### src/rtl/led_seq_pkg.sv
// Shared types and constants for the status-LED pattern sequencer.
package led_seq_pkg;

    typedef enum logic [1:0] {
        MODE_COUNT  = 2'd0,
        MODE_CHASE  = 2'd1,
        MODE_BOUNCE = 2'd2,
        MODE_BLINK  = 2'd3
    } mode_t;

    localparam int NUM_LEDS = 5;

    localparam logic [NUM_LEDS-1:0] ENTRY_COUNT  = 5'b00000;
    localparam logic [NUM_LEDS-1:0] ENTRY_CHASE  = 5'b00001;
    localparam logic [NUM_LEDS-1:0] ENTRY_BOUNCE = 5'b00001;
    localparam logic [NUM_LEDS-1:0] ENTRY_BLINK  = 5'b11111;

    // Ends of the bounce travel; the lit LED reverses direction here.
    localparam logic [NUM_LEDS-1:0] BOUNCE_TOP    = 5'b10000;
    localparam logic [NUM_LEDS-1:0] BOUNCE_BOTTOM = 5'b00001;

    function automatic mode_t next_mode(input mode_t m);
        case (m)
            MODE_COUNT:  return MODE_CHASE;
            MODE_CHASE:  return MODE_BOUNCE;
            MODE_BOUNCE: return MODE_BLINK;
            default:     return MODE_COUNT;
        endcase
    endfunction

    function automatic logic [NUM_LEDS-1:0] entry_pattern(input mode_t m);
        case (m)
            MODE_COUNT:  return ENTRY_COUNT;
            MODE_CHASE:  return ENTRY_CHASE;
            MODE_BOUNCE: return ENTRY_BOUNCE;
            default:     return ENTRY_BLINK;
        endcase
    endfunction

endpackage

### src/rtl/led_pattern_sequencer_btn_debounce.sv
// Push-button conditioning: two-flop synchroniser, stable-time debounce
// and a single-cycle pulse on each accepted press (release is silent).
module btn_debounce #(
    parameter int DEBOUNCE_CYCLES = 120000
) (
    input  logic CLK_IN,
    input  logic RST_N,
    input  logic BTN_IN,
    output logic press
);

    localparam int CW = $clog2(DEBOUNCE_CYCLES);
    localparam logic [CW-1:0] CNT_LAST = CW'(DEBOUNCE_CYCLES - 1);

    logic          sync_meta;
    logic          sync;
    logic          db;
    logic          db_q;
    logic [CW-1:0] cnt;

    // Bring the raw button into the clock domain.
    always_ff @(posedge CLK_IN or negedge RST_N) begin
        if (!RST_N) begin
            sync_meta <= 1'b0;
            sync      <= 1'b0;
        end else begin
            sync_meta <= BTN_IN;
            sync      <= sync_meta;
        end
    end

    // Accept a new level only after it has differed from db for the full window.
    always_ff @(posedge CLK_IN or negedge RST_N) begin
        if (!RST_N) begin
            db  <= 1'b0;
            cnt <= '0;
        end else if (sync == db) begin
            cnt <= '0;
        end else if (cnt == CNT_LAST) begin
            db  <= sync;
            cnt <= '0;
        end else begin
            cnt <= cnt + 1'b1;
        end
    end

    // Delayed copy of db for rising-edge detection.
    always_ff @(posedge CLK_IN or negedge RST_N) begin
        if (!RST_N) db_q <= 1'b0;
        else        db_q <= db;
    end

    assign press = db & ~db_q;

endmodule

### src/rtl/led_pattern_sequencer.sv
// Status-LED pattern engine: button-selected mode, prescaled step tick,
// registered LED pattern driven straight to the pins.
//
//   state        | meaning
//   MODE_COUNT   | binary count 0..31 on the LEDs
//   MODE_CHASE   | single lit LED rotating left
//   MODE_BOUNCE  | single lit LED travelling end to end and back
//   MODE_BLINK   | all LEDs toggling together
module led_pattern_sequencer
    import led_seq_pkg::*;
#(
    parameter int STEP_DIV        = 1500000,
    parameter int DEBOUNCE_CYCLES = 120000
) (
    input  logic       CLK_IN,
    input  logic       RST_N,
    input  logic       BTN_IN,
    output logic       GLED5,
    output logic       RLED1,
    output logic       RLED2,
    output logic       RLED3,
    output logic       RLED4,
    output logic [1:0] MODE_OUT
);

    localparam int PW = $clog2(STEP_DIV);
    localparam logic [PW-1:0] PRE_LAST = PW'(STEP_DIV - 1);

    logic                press;
    logic [PW-1:0]       presc;
    logic                step_tick;
    mode_t               mode;
    logic [NUM_LEDS-1:0] led;
    logic                dir_up;

    btn_debounce #(
        .DEBOUNCE_CYCLES (DEBOUNCE_CYCLES)
    ) u_btn (
        .CLK_IN (CLK_IN),
        .RST_N  (RST_N),
        .BTN_IN (BTN_IN),
        .press  (press)
    );

    assign step_tick = (presc == PRE_LAST);

    // Step prescaler; a press restarts the step period so the entry pattern
    // is always shown for a full step.
    always_ff @(posedge CLK_IN or negedge RST_N) begin
        if (!RST_N)                  presc <= '0;
        else if (press || step_tick) presc <= '0;
        else                         presc <= presc + 1'b1;
    end

    // Mode FSM and pattern register; a press takes priority over a coincident tick.
    always_ff @(posedge CLK_IN or negedge RST_N) begin
        if (!RST_N) begin
            mode   <= MODE_COUNT;
            led    <= '0;
            dir_up <= 1'b1;
        end else if (press) begin
            mode   <= next_mode(mode);
            led    <= entry_pattern(next_mode(mode));
            dir_up <= 1'b1;
        end else if (step_tick) begin
            case (mode)
                MODE_COUNT: led <= led + 1'b1;
                MODE_CHASE: led <= {led[NUM_LEDS-2:0], led[NUM_LEDS-1]};
                MODE_BOUNCE: begin
                    if (dir_up) begin
                        if (led == BOUNCE_TOP) begin
                            dir_up <= 1'b0;
                            led    <= BOUNCE_TOP >> 1;
                        end else begin
                            led <= led << 1;
                        end
                    end else begin
                        if (led == BOUNCE_BOTTOM) begin
                            dir_up <= 1'b1;
                            led    <= BOUNCE_BOTTOM << 1;
                        end else begin
                            led <= led >> 1;
                        end
                    end
                end
                default: led <= ~led;
            endcase
        end
    end

    assign RLED1    = led[0];
    assign RLED2    = led[1];
    assign RLED3    = led[2];
    assign RLED4    = led[3];
    assign GLED5    = led[4];
    assign MODE_OUT = mode;

endmodule

### config.mk
export PLATFORM = sky130hd
export DESIGN_NAME = led_pattern_sequencer
export DESIGN_NICKNAME = d
export VERILOG_FILES = /design/src/rtl/led_seq_pkg.sv /design/src/rtl/led_pattern_sequencer_btn_debounce.sv /design/src/rtl/led_pattern_sequencer.sv
export SDC_FILE = /design/constraint.sdc
export NUM_CORES = 1
export LEC_CHECK = 0
export CORE_MARGIN = 10
export CORE_UTILIZATION = 56
export CTS_CLUSTER_SIZE = 24
export DETAILED_ROUTE_END_ITERATION = 10
export PLACE_DENSITY_LB_ADDON = 0.08
export SYNTH_ARGS = -nofsm -noshare
export SYNTH_HDL_FRONTEND = slang
export SYNTH_HIERARCHICAL = 1
export SYNTH_SLANG_ARGS = --single-unit
export TNS_END_PERCENT = 1
### constraint.sdc
create_clock -name CLK_IN -period 5.35 [get_ports CLK_IN]
set_input_delay 1.07 -clock CLK_IN [delete_from_list [all_inputs] [get_ports CLK_IN]]
set_output_delay 1.07 -clock CLK_IN [all_outputs]
set_load 0.02 [all_outputs]
==> metrics.yaml, run 1 <==
die:
  die_w_um: 91.3
  ios: 10
  initial_core_util: 0.592
  die-area_sq_um: 8340
  coreArea_sq_um: 4820
  die_y_um: 91.3
  core.rowCount: 25
global_routing:
  grt_max_degree: 51
  grt_use_met2: 0.200
  grt_pass1_vias: 2078
  grtUsageMet1: 0.178
  grt_overflow: 0
  grt_pass1_wl_um: 9470
  top_usage_layer: "met2"
  grt_usage: 0.131
  grt_antenna_before_repair: 0
  grtUsageMet3: 0.0321
layout:
  fin_area_sq_um: 3080
  utilization: 0.640
  layoutNonFillerInstCount: 369
  fin_nets: 314
  diodes: 0
  area_delta_synth_final_pct: 8.12
  drive_gt1_frac: 0.0795
yosys:
  synthFlopType: "dfrtp_1"
  ys_seq_elements: 50
  ys_seq_area_frac: 0.439
  postSynthCellCount: 295
  yosys.area.top_type: "dfrtp_1"
  synth_edf_count: 0
  avgSynthCellArea_sq_um: 9.66
  synthesis.area_sq_um: 2850
  syn_nets: 308
  async_flop_share: 1.00
  yosys_warnings: 6
  ys_top_cells_by_area: "dfrtp_1 (43%), xnor2_1 (4.9%), nor2_1 (4.9%)"
  synth_cell_types: 59
  synth_top_area_share: 0.430
sta:
  slew_viol_final: 0
  fmax_mhz: 380
  hold_viol_final: 0
  fin_crit_sh: 0.492
  tns_ns: 0
  finalCriticalPeriod_ns: 2.63
  tightest_slew_ns: 0.703
  holdWs_ns: 0.356
  slew_headroom: 0.531
  grt_setup_unrepaired: "false"
  fin_skew_ns: 0.0109
  final-setup-viol-count: 0
routing:
  drc: 0
  first_pass_iters: 4
  wl_per_cell_um: 14.6
  route.vias.total: 2165
  antenna_left: 0
  viasPerCell: 5.87
  drt_iter0_drc: 149
  drt-total-wl_um: 5390
power:
  ir_drop_mv: 0.150
  pwr-share-clk: 0.400
  power_density_nw_per_um2: 215
  p_int_uw: 523
  comb_power_share: 0.022
  leakagePower_uw: 0.00121
  p_sw_uw: 139
  netSwitchingFraction: 0.210
  p_seq_frac: 0.578
worst_setup_path:
  cp.required_ns: 4.28
  cp-end-kind: "primary output"
  crit_type: "reg2out"
  crit_family: "buffers and inverters"
  critPathMaxStageDelay_ns: 0.68
  rr_startpoint: "presc[5]"
  reg2reg_setup_slack_ns: 3.20
  cp_data_arrival_time_ns: 1.56
  r2r_cells: 4
  crit_fanout: 12
  crit_chain: "clkdlybuf4s50_1"
  worstReg2RegEnd: "led[1]"
  crit_slowest_cell: "clkdlybuf4s50_1"
  startpoint_type: "flop"
  crit_end: "RLED3"
  crit_buf_inv: 1
  setup.worst_path.start: "led[2]"
  cp.depth: 1
clocking:
  clockRootBuffer: "clkbuf_8"
  cts_resized: 0
  clkTransAtPathRegs_ns: 0.09
  htreeDepth: 2
  clkLatencyLatePin_ns: 0.30
  cts.sinks: 50
  cts_tree: "built"
  postCtsSetupRepairBufs: 0
  hold_buffers: 0
  cts_buffer_depth: 2
  cts_made_buffers: 5
place:
  gp_congestion: 0.865
  dpl-instance-area_sq_um: 2970
  hpwl_um: 3730
  port_buffers: 9
  dp.cells: 361
flow_run:
  maxCapViolCount: 0
run_status:
  status: "completed"
hold_path:
  hp-class: "reg2reg"
[power by group through the flow]
stage | registers [uW] | logic (uW) | clock network [uW]
floorplan | 390 | 6.14 | 0
global placement | 390 | 15.6 | 0
detailed placement | 390 | 15.7 | 0
CTS | 383 | 15.7 | 274
global route | 383 | 17.0 | 288
finish | 383 | 14.9 | 265
[registers in the layout, summed over array words and instances, names as in the netlist]
register,flops
u_btn/db,1
u_btn/sync_meta,1
MODE_OUT,2
u_btn/sync,1
led,5
u_btn/cnt,17
presc,21
dir_up,1
u_btn/db_q,1
[per-stage QoR]
stage | power [uW] | setup WS (ns)
2_1_floorplan | 396 | 3.46
3_3_place_gp | 406 | 3.08
3_5_place_dp | 406 | 3.06
4_1_cts | 672 | 2.72
5_1_grt | 688 | 2.63
6_report | 662 | 2.72
[cell usage after synthesis (3+ instances only)]
cell,n
ha_1,10
nand2_1,14
or3_1,6
nand3_1,13
inv_1,15
o211ai_1,3
and2_1,3
nor2b_1,3
nor4_1,4
o31ai_1,3
nor2_1,37
o21ai_0,9
a21oi_1,14
nor3_1,6
nand2b_1,4
xor2_1,11
and3_1,3
dfrtp_1,49
xnor2_1,16
nand4_1,11
clkbuf_1,7
buf_2,3
or4_1,3
and4_1,3
[cells in the final DEF, fill, tap and decap left out, types with 2 or more instances in the layout]
cell type / count
and2_1: 3
nand2_1: 14
nor4_1: 4
a21oi_1: 14
nor2_1: 37
clkinvlp_4: 2
a211oi_1: 2
o21ai_0: 9
xor2_1: 11
clkdlybuf4s50_1: 8
a221oi_1: 2
a211o_1: 2
buf_4: 2
nor4b_1: 2
a22oi_1: 2
inv_1: 15
or4bb_1: 2
nor3_1: 6
or4_1: 3
and4_1: 3
dfrtp_1: 49
nor3b_1: 2
and3_1: 3
a221o_1: 2
nand3_1: 13
nand2b_1: 4
o31ai_1: 3
or3_1: 6
ha_1: 10
xnor2_1: 16
nand4_1: 11
clkbuf_8: 5
nor2b_1: 3
o221ai_1: 2
o211ai_1: 3
nor4_2: 2
[cell type report]
cell class	instances	area [sq um]
sequential	50	1250
multi-input combinational	218	1480
clock buffer	5	68.8
fill	407	1740
timing repair buffer	11	100
tap	67	83.8
inverter	15	56.3
clock inverter	3	45.0
[routing by layer]
metal / routed length [um] / up-vias
met4: 54 / 0
met1: 2690 / 1044
li1: - / 1067
met5: 0 / -
met2: 2400 / 47
met3: 247 / 7
[worst min-delay path by stage]
stage / startpoint / endpoint / slack [ns] / cells after the start
2_1_floorplan: u_btn/sync_meta / u_btn/sync / 0.33 / 0
3_3_place_gp: u_btn/sync_meta / u_btn/sync / 0.33 / 0
3_5_place_dp: u_btn/sync_meta / u_btn/sync / 0.34 / 0
4_1_cts: u_btn/sync_meta / u_btn/sync / 0.36 / 0
5_1_grt: u_btn/sync_meta / u_btn/sync / 0.37 / 0
6_report: u_btn/sync_meta / u_btn/sync / 0.36 / 0
[cells by family (layout without fill, tap and decap cells)]
logic type               after synthesis  count (layout)  share of synthesized area
AO/OA/AOI/OAI                         50              50                      0.122
XOR/XNOR                              27              27                     0.0830
adder cells (fa/ha/maj)               10              10                     0.0439
buffers and inverters                 27              34                     0.0430
flip-flops                            50              50                      0.439
multiplexers                           2               2                    0.00746
AND/OR/NAND/NOR                      129             129                      0.261
Power figures use the tool's default switching activity.
==> run 2: changes to the inputs <==
==> constraint.sdc (replaced) <==
create_clock -name CLK_IN -period 2.6 [get_ports CLK_IN]
set_input_delay 0.52 -clock CLK_IN [delete_from_list [all_inputs] [get_ports CLK_IN]]
set_output_delay 0.52 -clock CLK_IN [all_outputs]
set_load 0.02 [all_outputs]
==> metrics.yaml, run 2 (same netlist as run 1, synthesis figures left out) <==
routing:
  antenna_left: 0  # unchanged
  drt-total-wl_um: 5470  # +1.4%
  viasPerCell: 5.76  # -1.9%
  route.vias.total: 2124  # -1.9%
  wl_per_cell_um: 14.8  # +1.4%
  drc: 0  # unchanged
  first_pass_iters: 4  # unchanged
  drt_iter0_drc: 137  # -8.1%
clocking:
  clkTransAtPathRegs_ns: 0.09  # about the same
  cts_buffer_depth: 2  # unchanged
  cts_made_buffers: 5  # unchanged
  cts_tree: "built"
  cts.sinks: 50  # unchanged
  clkLatencyLatePin_ns: 0.30  # about the same
  postCtsSetupRepairBufs: 0  # unchanged
  cts_resized: 0  # unchanged
  hold_buffers: 0  # unchanged
  clockRootBuffer: "clkbuf_8"
  htreeDepth: 2  # unchanged
worst_setup_path:
  cp.required_ns: 2.77  # -1.51 ns
  cp_data_arrival_time_ns: 2.31  # +0.75 ns
  cp-end-kind: "flop"
  crit_fanout: 7  # -5
  reg2reg_setup_slack_ns: 0.46  # -2.74 ns
  critPathMaxStageDelay_ns: 0.66  # -0.02 ns
  crit_slowest_cell: "or4bb_2"
  crit_family: "simple AND/OR/NAND/NOR gates"
  crit_type: "reg2reg"
  crit_chain: "or4bb_2 > nor4_2 > and2_1 > o221ai_1"
  crit_buf_inv: 0  # -1
  startpoint_type: "flop"
sta:
  finalCriticalPeriod_ns: 2.14
  final-setup-viol-count: 0  # unchanged
  fin_crit_sh: 0.822
  tns_ns: 0  # unchanged
  fmax_mhz: 468
  slew_headroom: 0.588  # +0.0565
  tightest_slew_ns: 0.613  # -0.0898 ns
  slew_viol_final: 0  # unchanged
  hold_viol_final: 0  # unchanged
  fin_skew_ns: 0.0101  # -0.000724 ns
  grt_setup_unrepaired: "false"
place:
  dpl-instance-area_sq_um: 2990  # +0.67%
  hpwl_um: 4010  # +7.7%
  port_buffers: 9  # unchanged
  gp_congestion: 0.834  # -3.5%
layout:
  largest_reg_flops: 21  # unchanged
  fin_nets: 315  # +0.32%
  fin_area_sq_um: 3070  # -0.49%
  largest_register: "presc"
  most-common-layout-cells: "dfrtp_1 (49), nor2_1 (37), xnor2_1 (16), inv_1 (15)"
  diodes: 0  # unchanged
  fill_cells: 425  # +4.4%
  drive_gt1_frac: 0.0795  # unchanged
  final_common_cell: "dfrtp_1"
  area_delta_synth_final_pct: 7.59
  reg_top3: "presc x21, u_btn/cnt x17, led x5"
power:
  leakagePower_uw: 0.00121  # +0.23%
  ir_drop_mv: 0.322  # +110%
  pwr-share-clk: 0.341  # -0.059
  p_int_uw: 974  # +86%
  p_seq_frac: 0.631  # +0.053
  comb_power_share: 0.027  # +0.005
  power_density_nw_per_um2: 407  # +89%
  netSwitchingFraction: 0.219  # +0.00840
  p_sw_uw: 272  # +96%
die:
  core.rowCount: 25  # unchanged
  ios: 10  # unchanged
  initial_core_util: 0.592  # unchanged
  die-area_sq_um: 8340  # unchanged
  die_w_um: 91.3  # unchanged
  die_y_um: 91.3  # unchanged
  coreArea_sq_um: 4820  # unchanged
global_routing:
  grt_antenna_before_repair: 0  # unchanged
  grt_max_degree: 27  # -47%
  grt_pass1_wl_um: 9760  # +3.1%
  grt_pass1_vias: 2024  # -2.6%
  grt_overflow: 0  # unchanged
  grt_usage: 0.138  # +0.00652
flow_run:
  maxCapViolCount: 0  # unchanged
hold_path:
  hp-class: "in2async"
run_status:
  status: "completed"
==> run 2: changes by cell type in the layout (fill, tap and decap cells not counted), sizes merged <==
cell      before  now
buf            3    4
bufinv         1    0
clkinv         0    2
clkinvlp       2    0
==> run 2: layout make-up <==
type / count / area [sq um] / area share
multi-input combinational: 218 / 1480 / 0.481
sequential: 50 / 1250 / 0.408
timing repair buffer: 12 / 120 / 0.0392
inverter: 15 / 56.3 / 0.0184
clock inverter: 2 / 10.0 / 0.00326
clock buffer: 5 / 68.8 / 0.0224
tap: 67 / 83.8 / 0.0273
==> run 2: per-layer routing <==
metal | global-route usage | routed length (um) | vias to the layer above | part of all wire
li1 | - | - | 1073 | -
met1 | 0.196 | 2850 | 1024 | 0.52
met2 | 0.204 | 2420 | 23 | 0.44
met3 | 0.0305 | 162 | 4 | 0.030
met4 | 0.0405 | 39 | 0 | 0.0071
met5 | 0 | 0 | - | 0
==> run 2: metrics by stage <==
stage	hold slack [ns]	instances	power [uW]	setup slack (ns)	util
floorplan	0.224	295	814	0.709	-
global placement	0.339	362	839	0.550	0.620
detailed placement	0.342	362	839	0.477	0.620
CTS	0.211	369	1270	0.477	0.637
global route	0.225	369	1300	0.322	0.637
finish	0.205	369	1250	0.464	0.637
==> run 2: power by group through the flow <==
stage	sequential, uW	clock, uW	combinational [uW]
finish	787	425	34.2
global route	788	472	40.0
CTS	787	446	36.1
detailed placement	803	0	35.8
global placement	803	0	36.0
floorplan	802	0	12.6
==> run 2: worst paths after layout <==
| path | startpoint | to | cells after the start |
|---|---|---|---|
| max | presc[5] | led[2] | 4 |
| min | RST_N | u_btn/cnt[11] | 1 |
| max reg2reg | presc[5] | led[2] | 4 |
| min reg2reg | u_btn/sync_meta | u_btn/sync | 0 |
| max in group asynchronous | RST_N | dir_up | 2 |
| min in group CLK_IN | u_btn/sync_meta | u_btn/sync | 0 |
==> run 2: worst reg2reg max path: stages (launching register included) <==
cell and delay [ns]:
dfrtp_1 0.46, or4bb_2 0.66, nor4_2 0.48, and2_1 0.29
o221ai_1 0.13
==> run 3: changes to the inputs <==
==> constraint.sdc (replaced) <==
create_clock -name CLK_IN -period 2.13 [get_ports CLK_IN]
set_input_delay 0.426 -clock CLK_IN [delete_from_list [all_inputs] [get_ports CLK_IN]]
set_output_delay 0.426 -clock CLK_IN [all_outputs]
set_load 0.02 [all_outputs]
==> metrics.yaml, run 3 (same netlist as run 1, synthesis figures left out) <==
power:
  leakagePower_uw: 0.00125  # +2.9%
  ir_drop_mv: 0.336  # +4.3%
  power_density_nw_per_um2: 499  # +23%
layout:
  drive_gt1_frac: 0.103  # +0.0238
  final_common_cell: "dfrtp_1"
  layoutNonFillerInstCount: 377  # +2.2%
  largest_register: "presc"
  reg_top3: "presc x21, u_btn/cnt x17, led x5"
  utilization: 0.652  # +0.0153
  fin_nets: 322  # +2.2%
  diodes: 0  # unchanged
  largest_reg_flops: 21  # unchanged
  fin_area_sq_um: 3140  # +2.4%
  area_delta_synth_final_pct: 10.2
  most-common-layout-cells: "dfrtp_1 (49), nor2_1 (37), xnor2_1 (16), inv_1 (15)"
routing:
  viasPerCell: 5.80  # +0.83%
  drt_iter0_drc: 122  # -11%
  drt-total-wl_um: 5620  # +2.8%
  drc: 0  # unchanged
  route.vias.total: 2188  # +3.0%
  wl_per_cell_um: 14.9  # +0.63%
  antenna_left: 0  # unchanged
  first_pass_iters: 4  # unchanged
clocking:
  cts_buffer_depth: 2  # unchanged
  clkTransAtPathRegs_ns: 0.10  # about the same
  clockRootBuffer: "clkbuf_8"
  hold_buffers: 0  # unchanged
  cts_resized: 0  # unchanged
  clkLatencyLatePin_ns: 0.30  # about the same
  cts.sinks: 50  # unchanged
  cts_tree: "built"
  postCtsSetupRepairBufs: 0  # unchanged
  htreeDepth: 2  # unchanged
  cts_made_buffers: 5  # unchanged
global_routing:
  grtUsageMet1: 0.186  # -0.00931
  grt_use_met2: 0.218  # +0.0143
  grt_overflow: 0  # unchanged
  grt_max_degree: 31  # +15%
  top_usage_layer: "met2"
  grt_antenna_before_repair: 0  # unchanged
  grt_pass1_vias: 2044  # +0.99%
  grt_usage: 0.137  # -0.000937
  grtUsageMet3: 0.0280  # -0.00247
  grt_pass1_wl_um: 9760  # about the same
hold_path:
  hp-class: "in2async"
sta:
  tightest_slew_ns: 0.489  # -0.124 ns
  fin_crit_sh: 0.955  # +0.133
  finalCriticalPeriod_ns: 2.03  # -0.102 ns
  fin_skew_ns: 0.00749  # -0.00266 ns
  fmax_mhz: 492  # +5.0%
  final-setup-viol-count: 0  # unchanged
  tns_ns: 0  # unchanged
  slew_viol_final: 0  # unchanged
  setup_ws_ns: 0.0958  # -0.368 ns
  grt_setup_unrepaired: "false"
  slew_headroom: 0.674  # +0.0860
  hold_viol_final: 0  # unchanged
worst_setup_path:
  crit_fanout: 10  # +3
  crit_type: "reg2reg"
  cp_data_arrival_time_ns: 2.27  # -0.04 ns
  critPathMaxStageDelay_ns: 0.60  # -0.06 ns
  crit_slowest_cell: "or4b_1"
  startpoint_type: "flop"
  cp-end-kind: "flop"
  cp.required_ns: 2.36  # -0.41 ns
  crit_chain: "and4_4 > or4b_1 > or4_1 > a21oi_1"
die:
  core.rowCount: 25  # unchanged
  ios: 10  # unchanged
  die_y_um: 91.3  # unchanged
  die-area_sq_um: 8340  # unchanged
  initial_core_util: 0.592  # unchanged
  coreArea_sq_um: 4820  # unchanged
  die_w_um: 91.3  # unchanged
place:
  hpwl_um: 4050  # +0.87%
  port_buffers: 9  # unchanged
  dpl_worst_slack_ns: 0.142  # -0.335 ns
  dp.cells: 369  # +1.9%
  dpl-instance-area_sq_um: 3040  # +1.8%
  gp_congestion: 0.796  # -4.6%
flow_run:
  maxCapViolCount: 0  # unchanged
run_status:
  status: "completed"
==> run 3: cell types whose count changed in the layout (fill, tap and decap cells not counted) <==
cell        before  now
a21o_4           0    1
clkinv_4         0    1
inv_6            0    1
clkinvlp_4       0    1
clkinv_2         2    0
buf_4            2    9
a21o_2           1    0
==> run 3: where the power goes <==
group / internal (uW) / switching [uW] / total (uW) / leakage, uW
registers: 955 / 6.41 / 961 / 0.000673
logic: 14.5 / 29.5 / 43.9 / 0.000528
clock network: 237 / 324 / 562 / 0.0000447
==> run 3: layout make-up <==
class	instances	area [sq um]
inverters	15	56.3
well taps	67	83.8
flip-flops and latches	50	1250
clock buffers	5	68.8
multi-input cells	218	1480
clock inverters	3	25.0
fillers	418	1680
repair buffers	19	173
==> run 3: worst paths after layout <==
path / from / slack [ns] / to / depth (start not counted)
min reg2reg: u_btn/sync_meta / 0.37 / u_btn/sync / 0
max reg2reg: presc[7] / 0.1 / presc[19] / 4
min: RST_N / 0.07 / u_btn/cnt[7] / 1
min in group CLK_IN: u_btn/sync_meta / 0.37 / u_btn/sync / 0
max in group asynchronous: RST_N / 1.46 / dir_up / 2
max: presc[7] / 0.1 / presc[19] / 4
==> run 3: metal layers <==
metal | wire, um | up-vias
li1 | - | 1085
met4 | 23 | 0
met1 | 2730 | 1067
met2 | 2650 | 34
met3 | 213 | 2
met5 | 0 | -
==> run 3: critical path: cells and delay by family (launching register included) <==
family           cells  cell delay [ns]
AO/OA/AOI/OAI        1             0.15
flip-flops           1             0.43
AND/OR/NAND/NOR      3             1.40
==> run 3: stage by stage <==
stage | power, uW | hold slack, ns
detailed placement | 1030 | 0.346
global route | 1640 | 0.0859
floorplan | 994 | 0.130
global placement | 1020 | 0.353
finish | 1570 | 0.0673
CTS | 1590 | 0.0855
